### config.mk
export PLATFORM = sky130hd
export DESIGN_NAME = vram_arbiter_flat
export DESIGN_NICKNAME = d
export VERILOG_FILES = /design/src/rtl/vram_arbiter_pkg.sv /design/src/rtl/vram_arbiter_if.sv /design/src/rtl/vram_arb_pick.sv /design/src/rtl/vram_arbiter.sv /design/src/flat_wrapper.sv
export SDC_FILE = /design/constraint.sdc
export NUM_CORES = 1
export LEC_CHECK = 0
export BUFFER_PORTS_ARGS = -buffer_cell sky130_fd_sc_hd__buf_2
export CORE_AREA = 3 3 143 145
export DETAILED_ROUTE_END_ITERATION = 10
export DIE_AREA = 0 0 146 148
export GPL_ROUTABILITY_DRIVEN = 0
export GPL_TIMING_DRIVEN = 0
export MAX_ROUTING_LAYER = met4
export PLACE_DENSITY = 0.64
export SETUP_SLACK_MARGIN = 0.15
export SKIP_CTS_REPAIR_TIMING = 1
export SLEW_MARGIN = 40
export SYNTH_ARGS = -nofsm -noshare
export SYNTH_HDL_FRONTEND = slang
export SYNTH_SLANG_ARGS = --single-unit
### constraint.sdc
create_clock -name i_clock -period 2.7 [get_ports i_clock]
set_input_delay 0.27 -clock i_clock [delete_from_list [all_inputs] [get_ports i_clock]]
set_output_delay 0.27 -clock i_clock [all_outputs]
set_load 0.01 [all_outputs]
### src/rtl/vram_arbiter_pkg.sv
// Shared definitions for the VRAM arbiter block.
// Provides the FSM state type, the grant codes reported on o_grant, the
// requester bit positions used by the pick logic, and bus widths.
package vram_arbiter_pkg;

  localparam int ADDR_W = 32;
  localparam int DATA_W = 32;

  // Bit positions of each requester in the request vector handed to the picker
  localparam int REQ_V   = 0;
  localparam int REQ_C   = 1;
  localparam int REQ_D   = 2;
  localparam int NUM_REQ = 3;

  typedef enum logic [1:0] {
    IDLE = 2'd0,
    BUSY = 2'd1,
    ACK  = 2'd2
  } state_t;

  // Encoding is visible on o_grant for debug/performance counters
  typedef enum logic [1:0] {
    GRANT_NONE = 2'd0,
    GRANT_V    = 2'd1,
    GRANT_C    = 2'd2,
    GRANT_D    = 2'd3
  } grant_t;

endpackage

### src/rtl/vram_arbiter_if.sv
// Bundle of every handshake/bus signal around the VRAM arbiter.
// Signal names are written from the arbiter's point of view (i_ = into the
// arbiter, o_ = out of it).
//   V port : i_v_request, i_v_address -> o_v_rdata, o_v_ready
//   C port : i_c_request, i_c_rw, i_c_address, i_c_wdata -> o_c_rdata, o_c_ready
//   D port : i_d_request, i_d_rw, i_d_address, i_d_wdata -> o_d_rdata, o_d_ready
//   Memory : o_mem_request, o_mem_rw, o_mem_address, o_mem_wdata <- i_mem_rdata, i_mem_ready
// Modports:
//   slave  - the arbiter itself
//   master - the surroundings (requesters plus memory controller)
interface vram_arbiter_if;
  import vram_arbiter_pkg::*;

  logic              i_v_request;
  logic [ADDR_W-1:0] i_v_address;
  logic [DATA_W-1:0] o_v_rdata;
  logic              o_v_ready;

  logic              i_c_request;
  logic              i_c_rw;
  logic [ADDR_W-1:0] i_c_address;
  logic [DATA_W-1:0] i_c_wdata;
  logic [DATA_W-1:0] o_c_rdata;
  logic              o_c_ready;

  logic              i_d_request;
  logic              i_d_rw;
  logic [ADDR_W-1:0] i_d_address;
  logic [DATA_W-1:0] i_d_wdata;
  logic [DATA_W-1:0] o_d_rdata;
  logic              o_d_ready;

  logic              o_mem_request;
  logic              o_mem_rw;
  logic [ADDR_W-1:0] o_mem_address;
  logic [DATA_W-1:0] o_mem_wdata;
  logic [DATA_W-1:0] i_mem_rdata;
  logic              i_mem_ready;

  modport slave (
    input  i_v_request, i_v_address,
    output o_v_rdata, o_v_ready,
    input  i_c_request, i_c_rw, i_c_address, i_c_wdata,
    output o_c_rdata, o_c_ready,
    input  i_d_request, i_d_rw, i_d_address, i_d_wdata,
    output o_d_rdata, o_d_ready,
    output o_mem_request, o_mem_rw, o_mem_address, o_mem_wdata,
    input  i_mem_rdata, i_mem_ready
  );

  modport master (
    output i_v_request, i_v_address,
    input  o_v_rdata, o_v_ready,
    output i_c_request, i_c_rw, i_c_address, i_c_wdata,
    input  o_c_rdata, o_c_ready,
    output i_d_request, i_d_rw, i_d_address, i_d_wdata,
    input  o_d_rdata, o_d_ready,
    input  o_mem_request, o_mem_rw, o_mem_address, o_mem_wdata,
    output i_mem_rdata, i_mem_ready
  );

endinterface

### src/rtl/vram_arb_pick.sv
// Combinational winner selection for the VRAM arbiter.
// Ports:
//   requests    - request vector indexed by REQ_V/REQ_C/REQ_D
//   rr_prefer_d - round-robin pointer, 0 favours C, 1 favours D
//   burst_limit - video has used up its consecutive-grant allowance
//   grant       - winning requester, GRANT_NONE when nobody asks
module vram_arb_pick
  import vram_arbiter_pkg::*;
(
  input  logic [NUM_REQ-1:0] requests,
  input  logic               rr_prefer_d,
  input  logic               burst_limit,
  output grant_t             grant
);

  logic cd_pending;

  assign cd_pending = requests[REQ_C] | requests[REQ_D];

  // Video wins unless it has exhausted its burst and someone else is waiting;
  // the round-robin pointer only matters when C and D both ask.
  always_comb begin
    grant = GRANT_NONE;
    if (requests[REQ_V] && !(burst_limit && cd_pending)) begin
      grant = GRANT_V;
    end else if (requests[REQ_C] && requests[REQ_D]) begin
      grant = rr_prefer_d ? GRANT_D : GRANT_C;
    end else if (requests[REQ_C]) begin
      grant = GRANT_C;
    end else if (requests[REQ_D]) begin
      grant = GRANT_D;
    end
  end

endmodule

### src/rtl/vram_arbiter.sv
// Shares one VRAM port between video scanout (V), the CPU write-FIFO drain (C)
// and a blitter/DMA engine (D). One transaction is in flight at a time and
// every port uses a four-phase request/ready handshake.
// Ports:
//   i_clock, i_reset - clock and synchronous active-high reset
//   bus              - all requester and memory-side signals (slave modport)
//   o_grant          - current owner: 0 none, 1 V, 2 C, 3 D
// Parameter MAX_VIDEO_BURST (1..255) caps back-to-back video grants while C
// or D is waiting.
module vram_arbiter
  import vram_arbiter_pkg::*;
#(
  parameter int MAX_VIDEO_BURST = 8
) (
  input  logic          i_clock,
  input  logic          i_reset,
  vram_arbiter_if.slave bus,
  output grant_t        o_grant
);

  localparam logic [7:0] BURST_MAX = 8'(MAX_VIDEO_BURST);

  state_t              state;
  logic                rr_prefer_d;
  logic [7:0]          burst_cnt;

  logic                mem_request_q;
  logic                mem_rw_q;
  logic [ADDR_W-1:0]   mem_address_q;
  logic [DATA_W-1:0]   mem_wdata_q;
  logic [DATA_W-1:0]   v_rdata_q;
  logic [DATA_W-1:0]   c_rdata_q;
  logic [DATA_W-1:0]   d_rdata_q;
  logic                v_ready_q;
  logic                c_ready_q;
  logic                d_ready_q;

  logic [NUM_REQ-1:0]  requests;
  logic                cd_pending;
  logic                burst_limit;
  logic                owner_request;
  grant_t              pick;

  assign requests[REQ_V] = bus.i_v_request;
  assign requests[REQ_C] = bus.i_c_request;
  assign requests[REQ_D] = bus.i_d_request;
  assign cd_pending      = bus.i_c_request | bus.i_d_request;
  assign burst_limit     = (burst_cnt == BURST_MAX);

  vram_arb_pick u_pick (
    .requests    (requests),
    .rr_prefer_d (rr_prefer_d),
    .burst_limit (burst_limit),
    .grant       (pick)
  );

  // Request line of whoever currently owns the memory; ACK waits on it
  always_comb begin
    owner_request = 1'b0;
    case (o_grant)
      GRANT_V: owner_request = bus.i_v_request;
      GRANT_C: owner_request = bus.i_c_request;
      GRANT_D: owner_request = bus.i_d_request;
      default: owner_request = 1'b0;
    endcase
  end

  // Single FSM: IDLE picks and latches a winner, BUSY waits for memory, ACK
  // holds the owner's ready until its request falls. A reset in BUSY simply
  // drops everything, so the abandoned access never produces a ready.
  always_ff @(posedge i_clock) begin
    if (i_reset) begin
      state         <= IDLE;
      o_grant       <= GRANT_NONE;
      rr_prefer_d   <= 1'b0;
      burst_cnt     <= '0;
      mem_request_q <= 1'b0;
      mem_rw_q      <= 1'b0;
      mem_address_q <= '0;
      mem_wdata_q   <= '0;
      v_rdata_q     <= '0;
      c_rdata_q     <= '0;
      d_rdata_q     <= '0;
      v_ready_q     <= 1'b0;
      c_ready_q     <= 1'b0;
      d_ready_q     <= 1'b0;
    end else begin
      case (state)
        IDLE: begin
          if (pick != GRANT_NONE) begin
            o_grant       <= pick;
            mem_request_q <= 1'b1;
            state         <= BUSY;
          end
          case (pick)
            GRANT_V: begin
              mem_address_q <= bus.i_v_address;
              mem_rw_q      <= 1'b0;
              mem_wdata_q   <= '0;
              // Only count video grants that actually delay someone else
              if (cd_pending) begin
                burst_cnt <= burst_limit ? burst_cnt : burst_cnt + 8'd1;
              end else begin
                burst_cnt <= '0;
              end
            end
            GRANT_C: begin
              mem_address_q <= bus.i_c_address;
              mem_rw_q      <= bus.i_c_rw;
              mem_wdata_q   <= bus.i_c_wdata;
              rr_prefer_d   <= 1'b1;
              burst_cnt     <= '0;
            end
            GRANT_D: begin
              mem_address_q <= bus.i_d_address;
              mem_rw_q      <= bus.i_d_rw;
              mem_wdata_q   <= bus.i_d_wdata;
              rr_prefer_d   <= 1'b0;
              burst_cnt     <= '0;
            end
            default: ;
          endcase
        end

        BUSY: begin
          if (bus.i_mem_ready) begin
            mem_request_q <= 1'b0;
            state         <= ACK;
            case (o_grant)
              GRANT_V: begin
                v_rdata_q <= bus.i_mem_rdata;
                v_ready_q <= 1'b1;
              end
              GRANT_C: begin
                if (!mem_rw_q) c_rdata_q <= bus.i_mem_rdata;
                c_ready_q <= 1'b1;
              end
              GRANT_D: begin
                if (!mem_rw_q) d_rdata_q <= bus.i_mem_rdata;
                d_ready_q <= 1'b1;
              end
              default: ;
            endcase
          end
        end

        ACK: begin
          if (!owner_request) begin
            v_ready_q <= 1'b0;
            c_ready_q <= 1'b0;
            d_ready_q <= 1'b0;
            o_grant   <= GRANT_NONE;
            state     <= IDLE;
          end
        end

        default: state <= IDLE;
      endcase
    end
  end

  assign bus.o_mem_request = mem_request_q;
  assign bus.o_mem_rw      = mem_rw_q;
  assign bus.o_mem_address = mem_address_q;
  assign bus.o_mem_wdata   = mem_wdata_q;
  assign bus.o_v_rdata     = v_rdata_q;
  assign bus.o_c_rdata     = c_rdata_q;
  assign bus.o_d_rdata     = d_rdata_q;
  assign bus.o_v_ready     = v_ready_q;
  assign bus.o_c_ready     = c_ready_q;
  assign bus.o_d_ready     = d_ready_q;

endmodule

### src/flat_wrapper.sv
// flat-port wrapper written by rule: the top's interface ports become plain ports
module vram_arbiter_flat import vram_arbiter_pkg::*;
#(
  parameter int MAX_VIDEO_BURST = 8
)
  (i_clock, i_reset, o_grant, bus_i_v_request, bus_i_v_address, bus_o_v_rdata, bus_o_v_ready, bus_i_c_request, bus_i_c_rw, bus_i_c_address, bus_i_c_wdata, bus_o_c_rdata, bus_o_c_ready, bus_i_d_request, bus_i_d_rw, bus_i_d_address, bus_i_d_wdata, bus_o_d_rdata, bus_o_d_ready, bus_o_mem_request, bus_o_mem_rw, bus_o_mem_address, bus_o_mem_wdata, bus_i_mem_rdata, bus_i_mem_ready);
  vram_arbiter_if bus_i ();
  input  logic i_clock;
  input  logic i_reset;
  output grant_t o_grant;
  input wire logic [$bits(bus_i.i_v_request)-1:0] bus_i_v_request;
  input wire logic [$bits(bus_i.i_v_address)-1:0] bus_i_v_address;
  output wire logic [$bits(bus_i.o_v_rdata)-1:0] bus_o_v_rdata;
  output wire logic [$bits(bus_i.o_v_ready)-1:0] bus_o_v_ready;
  input wire logic [$bits(bus_i.i_c_request)-1:0] bus_i_c_request;
  input wire logic [$bits(bus_i.i_c_rw)-1:0] bus_i_c_rw;
  input wire logic [$bits(bus_i.i_c_address)-1:0] bus_i_c_address;
  input wire logic [$bits(bus_i.i_c_wdata)-1:0] bus_i_c_wdata;
  output wire logic [$bits(bus_i.o_c_rdata)-1:0] bus_o_c_rdata;
  output wire logic [$bits(bus_i.o_c_ready)-1:0] bus_o_c_ready;
  input wire logic [$bits(bus_i.i_d_request)-1:0] bus_i_d_request;
  input wire logic [$bits(bus_i.i_d_rw)-1:0] bus_i_d_rw;
  input wire logic [$bits(bus_i.i_d_address)-1:0] bus_i_d_address;
  input wire logic [$bits(bus_i.i_d_wdata)-1:0] bus_i_d_wdata;
  output wire logic [$bits(bus_i.o_d_rdata)-1:0] bus_o_d_rdata;
  output wire logic [$bits(bus_i.o_d_ready)-1:0] bus_o_d_ready;
  output wire logic [$bits(bus_i.o_mem_request)-1:0] bus_o_mem_request;
  output wire logic [$bits(bus_i.o_mem_rw)-1:0] bus_o_mem_rw;
  output wire logic [$bits(bus_i.o_mem_address)-1:0] bus_o_mem_address;
  output wire logic [$bits(bus_i.o_mem_wdata)-1:0] bus_o_mem_wdata;
  input wire logic [$bits(bus_i.i_mem_rdata)-1:0] bus_i_mem_rdata;
  input wire logic [$bits(bus_i.i_mem_ready)-1:0] bus_i_mem_ready;
  assign bus_i.i_v_request = bus_i_v_request;
  assign bus_i.i_v_address = bus_i_v_address;
  assign bus_o_v_rdata = bus_i.o_v_rdata;
  assign bus_o_v_ready = bus_i.o_v_ready;
  assign bus_i.i_c_request = bus_i_c_request;
  assign bus_i.i_c_rw = bus_i_c_rw;
  assign bus_i.i_c_address = bus_i_c_address;
  assign bus_i.i_c_wdata = bus_i_c_wdata;
  assign bus_o_c_rdata = bus_i.o_c_rdata;
  assign bus_o_c_ready = bus_i.o_c_ready;
  assign bus_i.i_d_request = bus_i_d_request;
  assign bus_i.i_d_rw = bus_i_d_rw;
  assign bus_i.i_d_address = bus_i_d_address;
  assign bus_i.i_d_wdata = bus_i_d_wdata;
  assign bus_o_d_rdata = bus_i.o_d_rdata;
  assign bus_o_d_ready = bus_i.o_d_ready;
  assign bus_o_mem_request = bus_i.o_mem_request;
  assign bus_o_mem_rw = bus_i.o_mem_rw;
  assign bus_o_mem_address = bus_i.o_mem_address;
  assign bus_o_mem_wdata = bus_i.o_mem_wdata;
  assign bus_i.i_mem_rdata = bus_i_mem_rdata;
  assign bus_i.i_mem_ready = bus_i_mem_ready;
  vram_arbiter #(.MAX_VIDEO_BURST(MAX_VIDEO_BURST)) u_core (.i_clock(i_clock), .i_reset(i_reset), .bus(bus_i), .o_grant(o_grant));
endmodule
---- Word-level counts from Yosys, hierarchy flattened ----
Index checks and enable logic that the tools add are counted.
word-level totals
  bits in registers ....................... 178
  output and inout port bits .............. 167
  word-level logic and storage cells ...... 90
operators by class
  add/subtract/negate cells ............... 1
  equal/unequal tests ..................... 16
  mux-type cells .......................... 32
  bitwise gates (word level) .............. 2
  reduce and logical (&&, ||, !) cells .... 25
operator list
  cell                                                                   count
  32-bit one-hot mux with 3 select lines                                 2
  4-bit AND reduction                                                    5
  2-bit 2-to-1 mux                                                       8
  8-bit 2-to-1 mux                                                       2
  8-bit one-hot mux with 2 select lines                                  1
  3-bit AND reduction                                                    5
  2-bit nonzero test                                                     6
  2-bit equality test, second input constant                             5
  1-bit 2-to-1 mux                                                       10
  1-bit one-hot mux with 2 select lines                                  5
  8-bit by 1-bit adder with 8-bit output, second input constant          1
  8-bit by 4-bit equality test with 1-bit output, second input constant  1
  2-bit != test, second input constant                                   4
  2-bit by 1-bit equality test with 1-bit output, second input constant  3
  1-bit one-hot mux with 3 select lines                                  2
  2-bit one-hot mux with 3 select lines                                  1
  2-bit by 1-bit != test with 1-bit output, second input constant        2
  2-bit one-hot mux with 2 select lines                                  1
  2-bit AND reduction                                                    2
  1-bit logical AND                                                      3
  3-bit != test, second input constant                                   1
  3-bit nonzero test                                                     1
  2-bit logical NOT                                                      1
  2-bit OR reduction                                                     1
  other kinds (3)                                                        3

---- Logic depth before layout (Yosys ltp) ----
Gate-level depths: netlist (run 1).
  word-level depth ........................ 9
  gate-level depth with buffers ........... 9

---- Modules after synthesis ----
From an unflattened synthesis (run 1), not the netlist that was laid out.
unflattened totals
  cell total of the unflattened synthesis .. 936
  area, all modules ....................... 7576.0 um2
modules (own cells, without submodules)
  module         instances  cells an instance  area an instance (um2)  seq. area each (um2)
  vram_arbiter   1          930                7544.7                  3563.4
  vram_arb_pick  1          6                  31.3                    0.0

---- Worst setup path after synthesis (run 1) ----
OpenSTA, ideal clock, no wires.
  path type ............................... reg-to-reg
  start ................................... reg u_core.burst_cnt[0]
  end ..................................... reg u_core.mem_address_q[18] (netlist: u_core.bus.o_mem_address[18])
  arrival ................................. 1.928 ns
  data required time ...................... 2.617 ns
  slack ................................... 0.690 ns
  cell stages (with the launch flop) ...... 10
  cell sequence ........................... dfxtp_1 > inv_1 > ha_1 > or4b_1 > o21a_1 > buf_6 > nor4_4 > buf_6 > o211ai_1 > o221ai_1
on the way
  cells in the longest elaborated chain, start to end .. 8
RTL lines
  what                                                                                          RTL line             RTL
  start, declared                                                                               vram_arbiter.sv:25   logic [7:0] burst_cnt;
  start signal, assigned                                                                        vram_arbiter.sv:102  burst_cnt <= burst_limit ? burst_cnt : burst_cnt + 8'd1;
  8-bit by 4-bit equality test with 1-bit output *                                              vram_arbiter.sv:48   assign burst_limit = (burst_cnt == BURST_MAX);
  1-bit logical AND *                                                                           vram_arb_pick.sv:24  if (requests[REQ_V] && !(burst_limit && cd_pending)) begin
  1-bit logical NOT *                                                                           vram_arb_pick.sv:24
  1-bit logical AND *                                                                           vram_arb_pick.sv:24
  2-bit 2-to-1 mux *                                                                            vram_arb_pick.sv:24
  2-bit equality test / 2-bit by 1-bit equality test with 1-bit output (equally long branches)  vram_arbiter.sv:95   case (pick)
  3-bit nonzero test (no source line)                                                           --
  2-bit AND reduction (no source line)                                                          --
  end signal, assigned                                                                          vram_arbiter.sv:97   mem_address_q <= bus.i_v_address;
  end signal, assigned                                                                          vram_arbiter.sv:108  mem_address_q <= bus.i_c_address;
  end signal, assigned                                                                          vram_arbiter.sv:115  mem_address_q <= bus.i_d_address;
  end, declared                                                                                 vram_arbiter.sv:29   logic [ADDR_W-1:0] mem_address_q;
Mark *: on every way between the ends. The rest lies on a longest branch, timed or not.
A chain may end at the register's enable or synchronous reset.

---- Worst setup path in the final report (run 1) ----
  start ................................... reg u_core.burst_cnt[0]
  end ..................................... reg u_core.mem_address_q[13] (netlist: u_core.bus.o_mem_address[13])
The elaborated chain is that of the path after synthesis.

==> results of run 1 <==
[per-stage QoR]
step,instance area [um2],hold WS (ns),power [W]
after global routing,10100,0.0690,0.00680
after CTS,10100,0.0562,0.00657
after global placement,9440,0.438,0.00402
after floorplan,7280,0.404,0.00352
after detailed placement,9440,0.443,0.00403
final,10100,0.0746,0.00652
[worst paths after layout]
kind	startpoint	end	slack [ns]	cells past startpoint
worst max-delay path	u_core.burst_cnt[0]	u_core.bus.o_mem_address[13]	0.33	9
worst min-delay path	bus_i_c_wdata[1]	u_core.bus.o_mem_wdata[1]	0.07	3
worst max register to register	u_core.burst_cnt[0]	u_core.bus.o_mem_address[13]	0.33	9
worst min register to register	u_core.bus.o_d_rdata[5]	u_core.bus.o_d_rdata[5]	0.45	2
[power groups by stage]
stage	Clock, W	Combinational, W	Sequential, W
floorplan	0	0.000510	0.00301
global placement	0	0.00108	0.00294
detailed placement	0	0.00109	0.00294
CTS	0.00260	0.00109	0.00288
global route	0.00271	0.00119	0.00291
finish	0.00255	0.00108	0.00288
[worst max-delay path, stage by stage (launching register included)]
cell      delay (ns)
dfxtp_1         0.34
inv_1           0.08
ha_1            0.14
or4b_1          0.47
o21a_1          0.21
buf_6           0.15
o21ai_4         0.22
nand2_1         0.20
buf_2           0.26
o221ai_1        0.22
[state kept, by name, indices dropped and copies added, names as in the netlist, 2 cells and up]
register / count
u_core.bus.o_c_rdata: 32
u_core.bus.o_mem_wdata: 32
u_core.state: 2
u_core.o_grant: 2
u_core.bus.o_mem_address: 32
u_core.bus.o_d_rdata: 32
u_core.bus.o_v_rdata: 32
u_core.burst_cnt: 8
[routing by layer]
layer | up-vias | global-route usage, %
met1 | 3638 | 28.4
li1 | 3874 | -
met4 | 0 | 10.1
met5 | - | -
met2 | 287 | 40.6
met3 | 55 | 5.98
[cells in the mapped netlist (7+ instances only)]
cell type	n
a21oi_1	134
buf_2	14
buf_6	7
clkbuf_1	49
dfxtp_1	178
mux2i_1	31
nand2_1	235
nor2_1	17
o211ai_1	31
o21ai_0	100
o221ai_1	31
[cell type report]
cell class,instances,area [um2]
tap,265,332
clock buffer,17,425
timing repair buffer,365,1830
fill,1955,9260
buffer,72,344
sequential,178,3560
inverter,5,18.8
clock inverter,15,189
antenna,6,15.0
multi-input combinational,633,3360
[cells by family after synthesis]
group / count (synthesis) / share of synthesized area, %
flops: 178 / 48.9
mux: 32 / 4.42
buf+inv: 77 / 4.98
fa+ha+maj: 2 / 0.344
xor+xnor: 6 / 0.722
simple gates: 282 / 15.9
compound gates: 311 / 24.7
==> impl_results.md, run 1 <==
- EDFF count, synth: 0
- Largest net degree at the start of global routing: 20
- Mean Syn Cell Area: 8.20 um2
- PortBufs: 365
- Total iterations of the first detailed-routing run: 4
- Synth area leader: dfxtp_1
- Final WL: 26,900 um
- Layout cells sized above 1: 33.3%
- Die Area: 21,600 um2
- Post-route insts no fill: 1,556
- Commonest non-fill, non-tap cells in the layout: buf_2, nand2_1, dfxtp_1, a21oi_1, o21ai_0
- Pwr Density: 647 nW/um2
- Worst-path clk slew: 0.07 ns
- Top Layer Used: met4
- Final min period: 2.37 ns
- Ys Warns: 0
- NumNets Final: 1,474
- Grt ovf: 0
- Fmax: 423 MHz
- Psw: 0.00196 W
- DRC Markers: 0
- Final max-slew violation count: 0
- Max-Slew Margin vs Limit: 53.5%
- Met3 WL post-DR: 1730 um
- CTS max path bufs: 2
- WL per Instance: 17.3 um
- WS Path Type: reg2reg
- Setup TNS: 0 ns
- Clock power share: 39.1%
- Worst Path Required: 3.04 ns
- Clock sink count: 178
- Period utilization: 87.7%
- Root buf cell: clkbuf_16
- CP Capture Type: flip-flop
- Hold Crit Class: in2reg
- VDD IR max: 0.000426 V
- H-tree depth: 4
- Async SR Flop Fraction: 0%
- Hold Vio Cnt, Final: 0
- Layout Skew: 0.0105 ns
- Met2 WL: 13,100 um
- Dpl hpwl: 20,800 um
- Lkg Pwr: 4.45 nW
- Synthesized instance count: 888
- Ys flop type: dfxtp_1
- Vias post-DR: 7,854
- DP Worst Slack: 0.336 ns
- Post-synthesis sequential area ratio: 48.9%
- Status: completed
- Post-route ant nets: 0
- Combinational share of power: 16.6%
- Die height: 148 um
- All-Layer GR Usage: 24.4%
- CTS tree: yes
- Core ar.: 19,300 um2
- Starting Density: 37.7%
- Final Core Density: 52.1%
- Synthesized Nets: 1,090
- Die width: 146 um
- First-pass GRT wire length: 40,900 um
- Clk_lat worst skew: 0.43 ns
- CP startpoint kind: flip-flop
- Post-route setup slack: 0.333 ns
- Worst endpoint data arrival time: 2.70 ns
- Least-Margin Pin Slew: 0.694 ns
- Max-Cap Viols: 0
- Mapped cell area: 7280 um2
- Seq cells post-synth: 178
- Row cnt: 51
- Iter 0 DRT Violations: 320
- Area delta synth->final: 38.3%
- Sw Ratio: 30.1%
- Most common library cell in the layout ignoring fill and taps: buf_2
- Number of antenna violations at the first check in global routing: 6
- Final setup fails: 0
- Top-area cell type share of the netlist area: 48.9%
- DRT met1 WL: 11,200 um
- I/O pin total: 367
- Total CTS buffers: 17
- RSZ-0062 raised after global routing: false
- Number of vias per cell: 5.05
- Max FO, Critical Path: 10
- DP Cell Count: 1,518
- Reg power frac: 44.3%
- Library cells used by synthesis: 44
- Largest cells by area after synthesis: dfxtp_1, nand2_1, a21oi_1, o21ai_0, mux2i_1
- Number of global-route vias before repair: 7,514
- P_int: 0.00456 W
No activity file was read; power rests on OpenSTA's default activity.
==> inputs of run 2 (changes only) <==
--- a/config.mk
+++ b/config.mk
@@ -6,6 +6,7 @@
 export NUM_CORES = 1
 export LEC_CHECK = 0
 export BUFFER_PORTS_ARGS = -buffer_cell sky130_fd_sc_hd__buf_2
+export CAP_MARGIN = 25
 export CORE_AREA = 3 3 143 145
 export DETAILED_ROUTE_END_ITERATION = 10
 export DIE_AREA = 0 0 146 148
==> constraint.sdc (replaced) <==
create_clock -name i_clock -period 2.65 [get_ports i_clock]
set_input_delay 0.265 -clock i_clock [delete_from_list [all_inputs] [get_ports i_clock]]
set_output_delay 0.265 -clock i_clock [all_outputs]
set_load 0.01 [all_outputs]
==> run 2 against run 1 <==
Compared with the run above:
- die area unchanged
- largest power group unchanged
- global-route usage unchanged
- clock-buffer cell count unchanged
- setup slack better by 0.022 ns
- critical path depth unchanged
- clock skew about the same
==> impl_results.md, run 2 (same netlist as run 1, synthesis figures left out) <==
- CP max stage cell: or4b_1
- Iter 0 DRT Violations: 320
- WL per Instance: 17.3 um
- Post-route insts no fill: 1,556
- Clock sink count: 178
- Lkg Pwr: 4.45 nW
- Layout Skew: 0.0108 ns
- Most common library cell in the layout ignoring fill and taps: buf_2
- Pwr Density: 659 nW/um2
- CP startpoint kind: flip-flop
- Worst Path Required: 2.99 ns
- DRC Markers: 0
- Psw: 0.00199 W
- WHS: 0.0696 ns
- Worst-path clk slew: 0.07 ns
- Period utilization: 86.6%
- Fmax: 436 MHz
- Final min period: 2.29 ns
- PortBufs: 365
- CTS max path bufs: 2
- All-Layer GR Usage: 24.4%
- Post-route ant nets: 0
- Vias post-DR: 7,858
- Commonest non-fill, non-tap cells in the layout: buf_2, nand2_1, dfxtp_1, a21oi_1, o21ai_0
- CP cell instances: inv_1 > ha_1 > or4b_1 > o21a_1 > buf_6 > o21ai_4 > nand2_2 > buf_2 > o221ai_1
- Reg power frac: 44.3%
- Sw Ratio: 30.0%
- Final setup fails: 0
- Dpl hpwl: 20,800 um
- Row cnt: 51
- Post-route setup slack: 0.356 ns
- Root buf cell: clkbuf_16
- Largest net degree at the start of global routing: 20
- Total CTS buffers: 17
- First-pass GRT wire length: 40,900 um
- Layout cells sized above 1: 33.4%
- Worst endpoint data arrival time: 2.63 ns
- Clk_lat worst skew: 0.43 ns
- Combinational share of power: 16.6%
- Hold Crit Class: in2reg
- RSZ-0062 raised after global routing: false
- Number of antenna violations at the first check in global routing: 6
- P_int: 0.00464 W
- Die Area: 21,600 um2
- Final WL: 26,900 um
- Die width: 146 um
- Clock power share: 39.1%
- VDD IR max: 0.000434 V
- CTS tree: yes
- Grt ovf: 0
- I/O pin total: 367
- H-tree depth: 4
- Starting Density: 37.7%
- DP Cell Count: 1,518
- Hold Vio Cnt, Final: 0
- Setup TNS: 0 ns
- Slowest stage delay, CP: 0.47 ns
- NumNets Final: 1,474
- Core ar.: 19,300 um2
- Area delta synth->final: 38.3%
- Final max-slew violation count: 0
- Least-Margin Pin Slew: 0.696 ns
- Max-Slew Margin vs Limit: 53.4%
- Number of global-route vias before repair: 7,514
- Die height: 148 um
- Status: completed
- Max FO, Critical Path: 10
- CP Capture Type: flip-flop
- WS Path Type: reg2reg
- Max-Cap Viols: 0
- Total iterations of the first detailed-routing run: 5
- DP Worst Slack: 0.286 ns
- Number of vias per cell: 5.05
-- run 2: cell counts in the layout (fill, tap and decap cells not counted) --
No cell type changed its count.
-- run 2: metrics by stage --
| stage | cell area [um2] | utilization [%] | power, W |
|---|---|---|---|
| 2_1_floorplan | 7280 | - | 0.00358 |
| 3_3_place_gp | 9440 | 48.8 | 0.00410 |
| 3_5_place_dp | 9440 | 48.8 | 0.00411 |
| 4_1_cts | 10100 | 52.0 | 0.00670 |
| 5_1_grt | 10100 | 52.1 | 0.00693 |
| 6_report | 10100 | 52.1 | 0.00664 |
-- run 2: area by class of cell --
type,count,area [um2]
Sequential cell,178,3560
Timing Repair Buffer,365,1830
Tap cell,265,332
Inverter,5,18.8
Buffer,72,344
Multi-Input combinational cell,633,3360
Clock inverter,15,189
Fill cell,1956,9260
Antenna cell,6,15.0
Clock buffer,17,425
-- run 2: routing by layer --
layer | share of wire, % | vias up | track usage (%)
met4 | 3.0 | 0 | 10.1
met1 | 41 | 3634 | 28.4
met2 | 49 | 293 | 40.6
met3 | 6.7 | 55 | 5.98
met5 | 0 | - | -
li1 | - | 3876 | -
-- run 2: worst paths after layout --
kind / start / end / slack (ns) / cells past startpoint
min reg2reg: u_core.bus.o_d_rdata[5] / u_core.bus.o_d_rdata[5] / 0.45 / 2
max: u_core.burst_cnt[0] / u_core.bus.o_mem_address[3] / 0.36 / 9
max reg2reg: u_core.burst_cnt[0] / u_core.bus.o_mem_address[3] / 0.36 / 9
min: bus_i_c_wdata[1] / u_core.bus.o_mem_wdata[1] / 0.07 / 3
-- run 2: power by group through the flow --
stage / sequential [W] / combinational (W) / clock (W)
finish: 0.00294 / 0.00110 / 0.00260
global route: 0.00296 / 0.00121 / 0.00276
global placement: 0.00299 / 0.00111 / 0
detailed placement: 0.00300 / 0.00111 / 0
floorplan: 0.00306 / 0.000520 / 0
CTS: 0.00294 / 0.00111 / 0.00265
-- run 2: critical path: cells and delay by family, from the launching register on --
kind,cells,cell delay (ns)
DFF,1,0.34
adders and majority gates,1,0.14
and+or+nand+nor,2,0.62
buffers and inverters,3,0.46
AOI/OAI and AO/OA,3,0.66
